[config.mk]
export PLATFORM = sky130hd
export DESIGN_NAME = vga_sync_gen
export DESIGN_NICKNAME = d
export VERILOG_FILES = /design/src/rtl/vga_sync_gen.sv
export SDC_FILE = /design/constraint.sdc
export NUM_CORES = 1
export LEC_CHECK = 0
export CORE_ASPECT_RATIO = 0.75
export CORE_MARGIN = 2
export CORE_UTILIZATION = 40
export DETAILED_ROUTE_END_ITERATION = 10
export PLACE_DENSITY_LB_ADDON = 0.2
export SLEW_MARGIN = 20
export SYNTH_ARGS = -nofsm -noshare
export SYNTH_HDL_FRONTEND = slang
export SYNTH_SLANG_ARGS = --single-unit
[constraint.sdc]
create_clock -name CLK -period 3 [get_ports CLK]
set_input_delay 0.6 -clock CLK [delete_from_list [all_inputs] [get_ports CLK]]
set_output_delay 0.6 -clock CLK [all_outputs]
set_load 0.1 [all_outputs]
[src/rtl/vga_sync_gen.sv]
// VGA timing generator: pixel-tick divider, H/V counters and registered sync/active/coordinate
// outputs. Optional VGA_FRAME_CNT_EN adds an 8-bit frame counter output (Frame_Cnt).
module vga_sync_gen #(
  parameter int unsigned CLK_DIV  = 4,
  parameter int unsigned H_ACTIVE = 640,
  parameter int unsigned H_FP     = 16,
  parameter int unsigned H_SW     = 96,
  parameter int unsigned H_BP     = 48,
  parameter int unsigned V_ACTIVE = 480,
  parameter int unsigned V_FP     = 10,
  parameter int unsigned V_SW     = 2,
  parameter int unsigned V_BP     = 33,
  parameter bit          SYNC_POL = 1'b0
) (
  input  logic       CLK,
  input  logic       RST,
  output logic       Pix_Tick,
  output logic       H_SYNC,
  output logic       V_SYNC,
  output logic       Active_Flag,
  output logic [9:0] Pixel_X,
  output logic [9:0] Pixel_Y,
  output logic       Frame_Start
`ifdef VGA_FRAME_CNT_EN
  ,
  output logic [7:0] Frame_Cnt
`endif
);

  localparam int unsigned HTotal = H_ACTIVE + H_FP + H_SW + H_BP;
  localparam int unsigned VTotal = V_ACTIVE + V_FP + V_SW + V_BP;
  localparam int unsigned DivW   = (CLK_DIV > 1) ? $clog2(CLK_DIV) : 1;

  localparam logic [DivW-1:0] DivMax    = DivW'(CLK_DIV - 1);
  localparam logic [9:0]      HLast     = 10'(HTotal - 1);
  localparam logic [9:0]      VLast     = 10'(VTotal - 1);
  localparam logic [9:0]      HAct      = 10'(H_ACTIVE);
  localparam logic [9:0]      VAct      = 10'(V_ACTIVE);
  localparam logic [9:0]      HSyncBeg  = 10'(H_ACTIVE + H_FP);
  localparam logic [9:0]      HSyncEnd  = 10'(H_ACTIVE + H_FP + H_SW - 1);
  localparam logic [9:0]      VSyncBeg  = 10'(V_ACTIVE + V_FP);
  localparam logic [9:0]      VSyncEnd  = 10'(V_ACTIVE + V_FP + V_SW - 1);

  logic [DivW-1:0] div_q, div_d;
  logic            tick_q, tick_d;
  logic [9:0]      h_q, h_d;
  logic [9:0]      v_q, v_d;
  logic [9:0]      x_q, x_d;
  logic [9:0]      y_q, y_d;
  logic            act_q, act_d;
  logic            hs_q, hs_d;
  logic            vs_q, vs_d;
  logic            fs_q, fs_d;
  logic            advance;
`ifdef VGA_FRAME_CNT_EN
  logic [7:0]      fcnt_q, fcnt_d;
`endif

  always_comb begin
    // Advance decodes the divider directly so that CLK_DIV=1 steps on the very first edge
    // after release; otherwise it coincides with the registered Pix_Tick.
    advance = (div_q == DivMax);
    div_d   = advance ? '0 : div_q + 1'b1;
    tick_d  = (div_d == DivMax);

    h_d   = h_q;
    v_d   = v_q;
    x_d   = x_q;
    y_d   = y_q;
    act_d = act_q;
    hs_d  = hs_q;
    vs_d  = vs_q;
    fs_d  = 1'b0;

    if (advance) begin
      if (h_q == HLast) begin
        h_d = '0;
        v_d = (v_q == VLast) ? '0 : v_q + 10'd1;
      end else begin
        h_d = h_q + 10'd1;
      end
      // All outputs are decoded from the next counter values so they change together.
      x_d   = h_d;
      y_d   = v_d;
      act_d = (h_d < HAct) && (v_d < VAct);
      hs_d  = ((h_d >= HSyncBeg) && (h_d <= HSyncEnd)) ? SYNC_POL : ~SYNC_POL;
      vs_d  = ((v_d >= VSyncBeg) && (v_d <= VSyncEnd)) ? SYNC_POL : ~SYNC_POL;
      fs_d  = (h_d == '0) && (v_d == '0);
    end
  end

`ifdef VGA_FRAME_CNT_EN
  always_comb begin
    fcnt_d = fs_d ? fcnt_q + 8'd1 : fcnt_q;
  end
`endif

  always_ff @(posedge CLK or negedge RST) begin
    if (!RST) begin
      div_q  <= '0;
      tick_q <= 1'b0;
      h_q    <= HLast;
      v_q    <= VLast;
      x_q    <= '0;
      y_q    <= '0;
      act_q  <= 1'b0;
      hs_q   <= ~SYNC_POL;
      vs_q   <= ~SYNC_POL;
      fs_q   <= 1'b0;
`ifdef VGA_FRAME_CNT_EN
      fcnt_q <= '0;
`endif
    end else begin
      div_q  <= div_d;
      tick_q <= tick_d;
      h_q    <= h_d;
      v_q    <= v_d;
      x_q    <= x_d;
      y_q    <= y_d;
      act_q  <= act_d;
      hs_q   <= hs_d;
      vs_q   <= vs_d;
      fs_q   <= fs_d;
`ifdef VGA_FRAME_CNT_EN
      fcnt_q <= fcnt_d;
`endif
    end
  end

  assign Pix_Tick    = tick_q;
  assign H_SYNC      = hs_q;
  assign V_SYNC      = vs_q;
  assign Active_Flag = act_q;
  assign Pixel_X     = x_q;
  assign Pixel_Y     = y_q;
  assign Frame_Start = fs_q;
`ifdef VGA_FRAME_CNT_EN
  assign Frame_Cnt   = fcnt_q;
`endif

endmodule

---- Word-level counts from Yosys, hierarchy flattened ----
Index checks and enable logic that the tools add are counted.
storage, ports and cells
  register bits ........................... 47
  output and inout bits ................... 25
  bits of input ports ..................... 2
  bits in writable memories ............... 0
  word-level logic and storage cells ...... 38
  bits in read-only memories .............. 0
  memories kept ........................... 0
  latch bits .............................. 0
operators by class
  add/sub/neg operators ................... 3
  reductions and logical operators ........ 6
  muxes and demuxes ....................... 9
  multipliers ............................. 0
  divide/modulo/power cells ............... 0
  bitwise logic cells ..................... 0
  eq/ne operators ......................... 4
  order comparisons ....................... 6
  shift-type cells ........................ 0
operator list
  kind                     count
  $mux W10                 5
  $add A10 B1 Y10 const B  2
  $eq A10 B10 Y1 const B   2
  $logic_not A10 Y1        2
  $ge A10 B10 Y1 const B   1
  $ge A10 B9 Y1 const B    1
  $le A10 B10 Y1 const B   1
  $le A10 B9 Y1 const B    1
  $lt A10 B10 Y1 const B   1
  $lt A10 B9 Y1 const B    1
  $eq A2 B2 Y1 const B     2
  $logic_and A1 B1 Y1      4
  $mux W1                  3
  $add A2 B1 Y2 const B    1
  $mux W2                  1

---- Logic depth before layout (Yosys ltp) ----
Gate-level depths: netlist (run 1).
  word-level depth ........................ 7
  depth in mapped cells ................... 10
  depth with buffers taken out ............ 8

---- Least setup slack after synthesis (run 1) ----
No wires, ideal clock.
  path kind ............................... register -> register
  start ................................... register h_q[0]
  end ..................................... register fs_q (netlist: Frame_Start)
  stages on the path, launching flop included .. 10
  required time ........................... 2880 ps
  path slack .............................. 527 ps
  library setup time ...................... 120 ps
  arrival time ............................ 2353 ps
  clock period less this slack ............ 2473 ps
  buffers on the path ..................... 2
  cell sequence ........................... dfstp_2 ha_1 buf_2 nand4_1 or3_1 buf_2 o41a_1 o21ai_2 and3b_1 and4_1
between the ends
  word-level cells in the longest chain between the ends .. 6
RTL lines
  element                                            RTL line  text
  from (decl)                                        46        logic [9:0] h_q, h_d;
  from (signal assigned)                             102       h_q <= HLast;
  $add A10 B1 Y10 or $eq A10 B10 Y1 (tied branches)  80, 76
  $mux W10                                           76        if (h_q == HLast) begin
  $mux W10                                           75        if (advance) begin
  $logic_not A10 Y1                                  88        fs_d = (h_d == '0) && (v_d == '0);
  $logic_and A1 B1 Y1 *                              88
  $mux W1 *                                          75
  net fs_d                                           53        logic fs_q, fs_d;
  to (signal assigned)                               123       fs_q <= fs_d;
  to (decl)                                          53
The timed path passes the listed nets; every way through them passes the cells marked *. The select of a mux whose other input is x is not followed.
A chain may end at the register's enable or synchronous reset.

---- Worst setup path in the final report (run 1) ----
  start ................................... register h_q[1]
  end ..................................... register act_q (netlist: Active_Flag)
between the ends
  word-level cells in the longest chain between the ends .. 5
RTL lines
  element                                            RTL line  text
  $add A10 B1 Y10 or $eq A10 B10 Y1 (tied branches)  80, 76
  $mux W10                                           76
  $mux W10                                           75
  $lt A10 B10 Y1 or $lt A10 B9 Y1 (tied branches)    85        act_d = (h_d < HAct) && (v_d < VAct);
  $logic_and A1 B1 Y1 *                              85
  to (signal assigned)                               120       act_q <= act_d;
  to (decl)                                          50        logic act_q, act_d;
Mark *: on every way between the ends. The rest lies on a longest branch, timed or not. The select of a mux whose other input is x is not followed.

==> results of run 1 <==
-- registers in the layout (all words and copies together) (netlist names) --
name	cells
Frame_Start	1
Pixel_Y	3
h_q	10
v_q	10
div_q	2
Pix_Tick	1
Pixel_X	7
V_SYNC	1
Active_Flag	1
H_SYNC	1
-- logic make-up after synthesis --
kind of cell,Yosys count
simple gates,91
compound gates,56
buf+inv,42
flops,37
xor+xnor,16
fa+ha+maj,7
mux,3
-- per-stage QoR --
stage | cell area [µm²] | setup slack (ps) | utilization, % | std cells
6_report | 2537 | 357.9 | 46.65 | 338
5_1_grt | 2537 | 124.5 | 46.65 | 338
4_1_cts | 2537 | 353.4 | 46.65 | 338
3_5_place_dp | 2447 | 383.0 | 45.00 | 330
3_3_place_gp | 2447 | 456.0 | 45.00 | 330
2_1_floorplan | 2285 | 526.7 | - | 252
-- worst reg2reg max path, cell delays in order, from the launching register on --
cell and delay (ps):
dfstp_2 600, ha_1 330, nand4_1 260, nor4_2 630, xnor2_1 140, nor4b_1 410, o32ai_1 150
-- Yosys cell counts, drive strengths merged, types with 2 or more instances --
cell type,count,area [µm²]
nor2b,4,25.02
nor4,2,18.77
nand2,22,82.58
buf,15,108.9
ha,7,87.58
nor3b,3,22.52
clkbuf,12,45.04
dfstp,12,315.3
inv,15,56.30
nor2,15,56.30
o21ai,18,93.84
nand3,11,55.05
dfrtp,25,625.6
or4,2,15.01
nand2b,3,18.77
and4,4,35.03
nand4,7,43.79
a21o,3,22.52
xnor2,14,122.6
and2,3,18.77
a31oi,4,25.02
o22ai,5,31.28
a21oi,7,35.03
o21a,2,15.01
a22oi,2,15.01
o31ai,6,45.04
nor3,7,40.04
xor2,2,17.52
mux2i,2,20.02
-- cell type report --
class	instances	area (µm²)	area share [%]
clock buffer	8	90.09	3.550
inverter	15	56.30	2.219
multi-input combinational	173	1134	44.67
sequential	37	940.9	37.08
tap	75	93.84	3.698
timing repair buffer	30	222.7	8.777
-- worst paths after layout --
check / start / endpoint / slack [ps]
setup / recovery: h_q[1] / Active_Flag / 360
hold / removal: RST / h_q[7] / 400
setup reg to reg: h_q[1] / Active_Flag / 360
hold reg to reg: div_q[0] / div_q[0] / 470
max in group asynchronous: RST / v_q[4] / 2090
min in group CLK: div_q[0] / div_q[0] / 470
-- power breakdown --
part	internal, mW	total, mW	switching [mW]	leakage (nW)
registers	0.499	0.499	0	0.454
logic	0.000470	0.00958	0.00911	0.532
clock network	0.187	0.358	0.171	0.0455
-- layer usage --
metal / up-vias / GRT usage (%) / share of wire (%)
li1: 911 / - / -
met1: 845 / 26.08 / 53
met2: 39 / 21.32 / 41
met3: 4 / 3.261 / 4.7
met4: 0 / 4.545 / 0.89
met5: - / 0 / 0
==> flow_summary.toml, run 1 <==
[run_status]
outcome = "finished clean"

[synth]
synth-simple-area-share_pct = 22.40
synth_edf_count = 0
synth_fa_ha_area_share_pct = 3.834
synthMuxAreaShare_pct = 1.369
synthArstFlopShare_pct = 100.0
syn-num-nets = 261
synthCells = 252
synth.avg_cell_area_um2 = 9.066
ys.flop_type = "dfrtp_1"
synth_seq_cells = 37
yosysSeqAreaShare_pct = 41.18
synth_compound_area_share_pct = 15.88
ys_types = 52
synth_top_family_by_area = "simple AND/OR/NAND/NOR gates"
synthXorXnorAreaFrac_pct = 6.134
syn-cell-area_um2 = 2285
ys.warnings.count = 0

[die]
rows = 23
die_y_um = 69.45
initial_utilization_pct = 42.01
core-area_um2 = 5439
die_x_um = 91.27
fp.dieArea_um2 = 6338
num_io_pins = 27

[global_route]
grt_pass1_vias = 1590
antenna_found_initial = 0
grt_max_degree = 38
gr-total-overflow = 0
grt_util_all_layers_pct = 16.16
grt_pass1_wl_um = 8286

[sta]
finalCritPeriodShare_pct = 88.07
finalSetupViolCount = 0
tightestPinTransition_ps = 802.1
rsz0062_at_grt = "no"
fin_skew_ps = 4.735
period_needed_ps = 2642
relSlewSlack_pct = 46.52
hold_viol_final = 0
slew_viol_final = 0
fmax_ghz = 0.3785
tns_ps = 0
timing.hold.ws_ps = 397.4

[setup_path]
critical_path_required_ps = 3160
slowest_stage = "nor4_2"
critPathBufInv = 0
crit_fanout = 8
cp.arrival_ps = 2800
crit_type = "flip-flop to flip-flop"
crit_family = "simple AND/OR/NAND/NOR gates"
r2r_cells = 6
cp_slowest_stage_delay_ps = 630
cp-start-kind = "flip-flop"
crit_chain = "ha_1 -> nand4_1 -> nor4_2 -> xnor2_1 -> nor4b_1 -> o32ai_1"
endpoint_kind = "flip-flop"
path_depth = 6

[layout]
drive_above_1_share_pct = 20.53
final_cell_mix = "buf_4 (29), dfrtp_1 (25), nand2_1 (22)"
final_common_cell = "buf_4"
final.fill_count = 538
layout.nets = 271
area_delta_synth_final_pct = 11.06
antennaDiodeCount = 0

[clocking]
cts_tree = "done"
cts.path.max_buffers = 2
clk_pin_slew_ps = 70
clk_latency_ps = 290
cts_hold_buf = 0
cts_made_buffers = 5
clkSinkCount = 37
ctsResizeCount = 0
cts_root_buffer = "clkbuf_8"
h-tree-depth = 2
cts_setup_buffers = 0

[drt]
vias = 1799
drtAntennaViolNets = 0
drc = 0
first_pass_iters = 4
wl_per_cell_um = 14.34
drt_iter0_markers = 71
routed_wl_um = 4848
vias_per_cell = 5.322

[power_and_ir_drop]
power_mw = 0.8674
p_per_area_nw_per_um2 = 341.9
leakagePower_nw = 1.032
vdd_drop_max_v = 0.0001854

[placed_design]
gp_congestion = 0.8314
hpwlAfterDp_um = 3399
io_buffer_count = 26

[flow_run]
maxCapViolCount = 0

[worst_hold_path]
worstHoldPathType = "input pin to asynchronous set/reset pin"
Note: power is estimated with default switching activity, not from simulation.
==> inputs of run 2 (changes only) <==
--- a/config.mk
+++ b/config.mk
@@ -5,6 +5,7 @@
 export SDC_FILE = /design/constraint.sdc
 export NUM_CORES = 1
 export LEC_CHECK = 0
+export CAP_MARGIN = 20
 export CORE_ASPECT_RATIO = 0.75
 export CORE_MARGIN = 2
 export CORE_UTILIZATION = 40
==> results of run 2 <==
Same layout as run 1: the final DEF is identical, and so are final timing and power.
==> inputs of run 3 (changes only) <==
==> constraint.sdc (replaced) <==
create_clock -name CLK -period 3.2 [get_ports CLK]
set_input_delay 0.64 -clock CLK [delete_from_list [all_inputs] [get_ports CLK]]
set_output_delay 0.64 -clock CLK [all_outputs]
set_load 0.1 [all_outputs]
==> run 3 against run 2 <==
Net effect:
- critical path depth increased by 1
- power decreased by 6.3%
- largest power group unchanged
- hold slack improved by 45 ps
- critical path type unchanged
- largest cell class unchanged
- clock power decreased by 6.4%
==> flow_summary.toml, run 3 (same netlist as run 1, synthesis figures left out) <==
[setup_path]
crit_type = "flip-flop to flip-flop"
crit_fanout = 8
cp-start-kind = "flip-flop"
r2r_start = "h_q[1]"
critical_path_required_ps = 3370
rrSetupSlack_ps = 570
cp.arrival_ps = 2810
endpoint_kind = "flip-flop"
r2r_cells = 7
r2r-end = "Frame_Start"

[placed_design]
io_buffer_count = 26
dp_slack_ps = 576.9
hpwlAfterDp_um = 3445
gp_congestion = 0.8289
place_area_um2 = 2447

[sta]
hold_viol_final = 0
relSlewSlack_pct = 45.14
slew_viol_final = 0
rsz0062_at_grt = "no"
timing.hold.ws_ps = 442.3
tightestPinTransition_ps = 822.9
fin_skew_ps = 2.292
finalSetupViolCount = 0
fmax_ghz = 0.3796
period_needed_ps = 2634
finalCritPeriodShare_pct = 82.33
tns_ps = 0
fin_ws_ps = 565.5

[global_route]
grt_util_all_layers_pct = 16.31
grt_pass1_wl_um = 8445
grt_pass1_vias = 1721
gr-total-overflow = 0
antenna_found_initial = 0
grt_max_degree = 38

[layout]
layout.nets = 271
final_cell_mix = "buf_4 (29), dfrtp_1 (25), nand2_1 (22)"
area_delta_synth_final_pct = 11.06
final_core_util_pct = 46.65
drive_above_1_share_pct = 20.53
final_common_cell = "buf_4"
antennaDiodeCount = 0
multi_input_area_um2 = 1134
final.fill_count = 550
final_area_um2 = 2537
ff_latch_area_um2 = 940.9

[drt]
first_pass_iters = 4
routed_wl_um = 4839
drc = 0
drtAntennaViolNets = 0
vias = 1817
wl_per_cell_um = 14.32
vias_per_cell = 5.376
drt_iter0_markers = 119

[die]
die_x_um = 91.27
num_io_pins = 27
die_y_um = 69.45
core-area_um2 = 5439
fp.dieArea_um2 = 6338
initial_utilization_pct = 42.01
rows = 23

[clocking]
clk_latency_ps = 280
cts.path.max_buffers = 2
cts_tree = "done"
cts_hold_buf = 0
ctsResizeCount = 0
cts_setup_buffers = 0
cts_made_buffers = 5
clkSinkCount = 37
cts_root_buffer = "clkbuf_8"
h-tree-depth = 2
clk_pin_slew_ps = 70

[run_status]
outcome = "finished clean"

[flow_run]
maxCapViolCount = 0

[power_and_ir_drop]
p_per_area_nw_per_um2 = 320.2
vdd_drop_max_v = 0.0001840
leakagePower_nw = 1.032

[worst_hold_path]
worstHoldPathType = "input pin to asynchronous set/reset pin"
==> run 3: cell counts in the layout (fill, tap and decap cells not counted) <==
Identical to the previous run, type by type.
==> run 3: per-stage QoR <==
stage / power, mW / cells
after floorplan: 0.4767 / 252
after global placement: 0.4866 / 330
after detailed placement: 0.4868 / 330
after CTS: 0.8272 / 338
after global routing: 0.8464 / 338
final: 0.8125 / 338
==> run 3: per-layer routing <==
metal / share of wire (%) / global-route usage (%) / up-vias / routed length, µm
met4: 0.43 / 3.535 / 0 / 21
met2: 41 / 23.62 / 41 / 1997
met3: 5.8 / 3.696 / 2 / 283
met5: 0 / 0 / - / 0
li1: - / - / 901 / -
met1: 52 / 24.76 / 873 / 2537
==> run 3: how the worst max path moves through the flow <==
stage               startpoint           to  slack [ps]  cells after the start
detailed placement      h_q[1]  Frame_Start         580                      7
CTS                     h_q[1]  Frame_Start         560                      7
floorplan               h_q[0]  Frame_Start         730                      9
global route            h_q[1]  Frame_Start         360                      8
global placement        h_q[0]  Frame_Start         670                      7
finish                  h_q[1]  Frame_Start         570                      7
==> run 3: worst max-delay path, cell delays in order, from the launching register on <==
cell and delay [ps]:
dfstp_2 600, ha_1 330, nand4_1 260, or3_1 420, o41a_1 430, o21ai_2 110
and3b_1 200, and4_1 170
==> run 3: power breakdown <==
part	total [mW]	internal, mW	switching [mW]
Sequential	0.468	0.468	0
Clock	0.335	0.176	0.159
Combinational	0.00915	0.000441	0.00871
==> run 3: area by class of cell <==
type,count,area share (%)
Timing Repair Buffer,30,8.777
Clock buffer,8,3.550
Sequential cell,37,37.08
Multi-Input combinational cell,173,44.67
Inverter,15,2.219
Tap cell,75,3.698
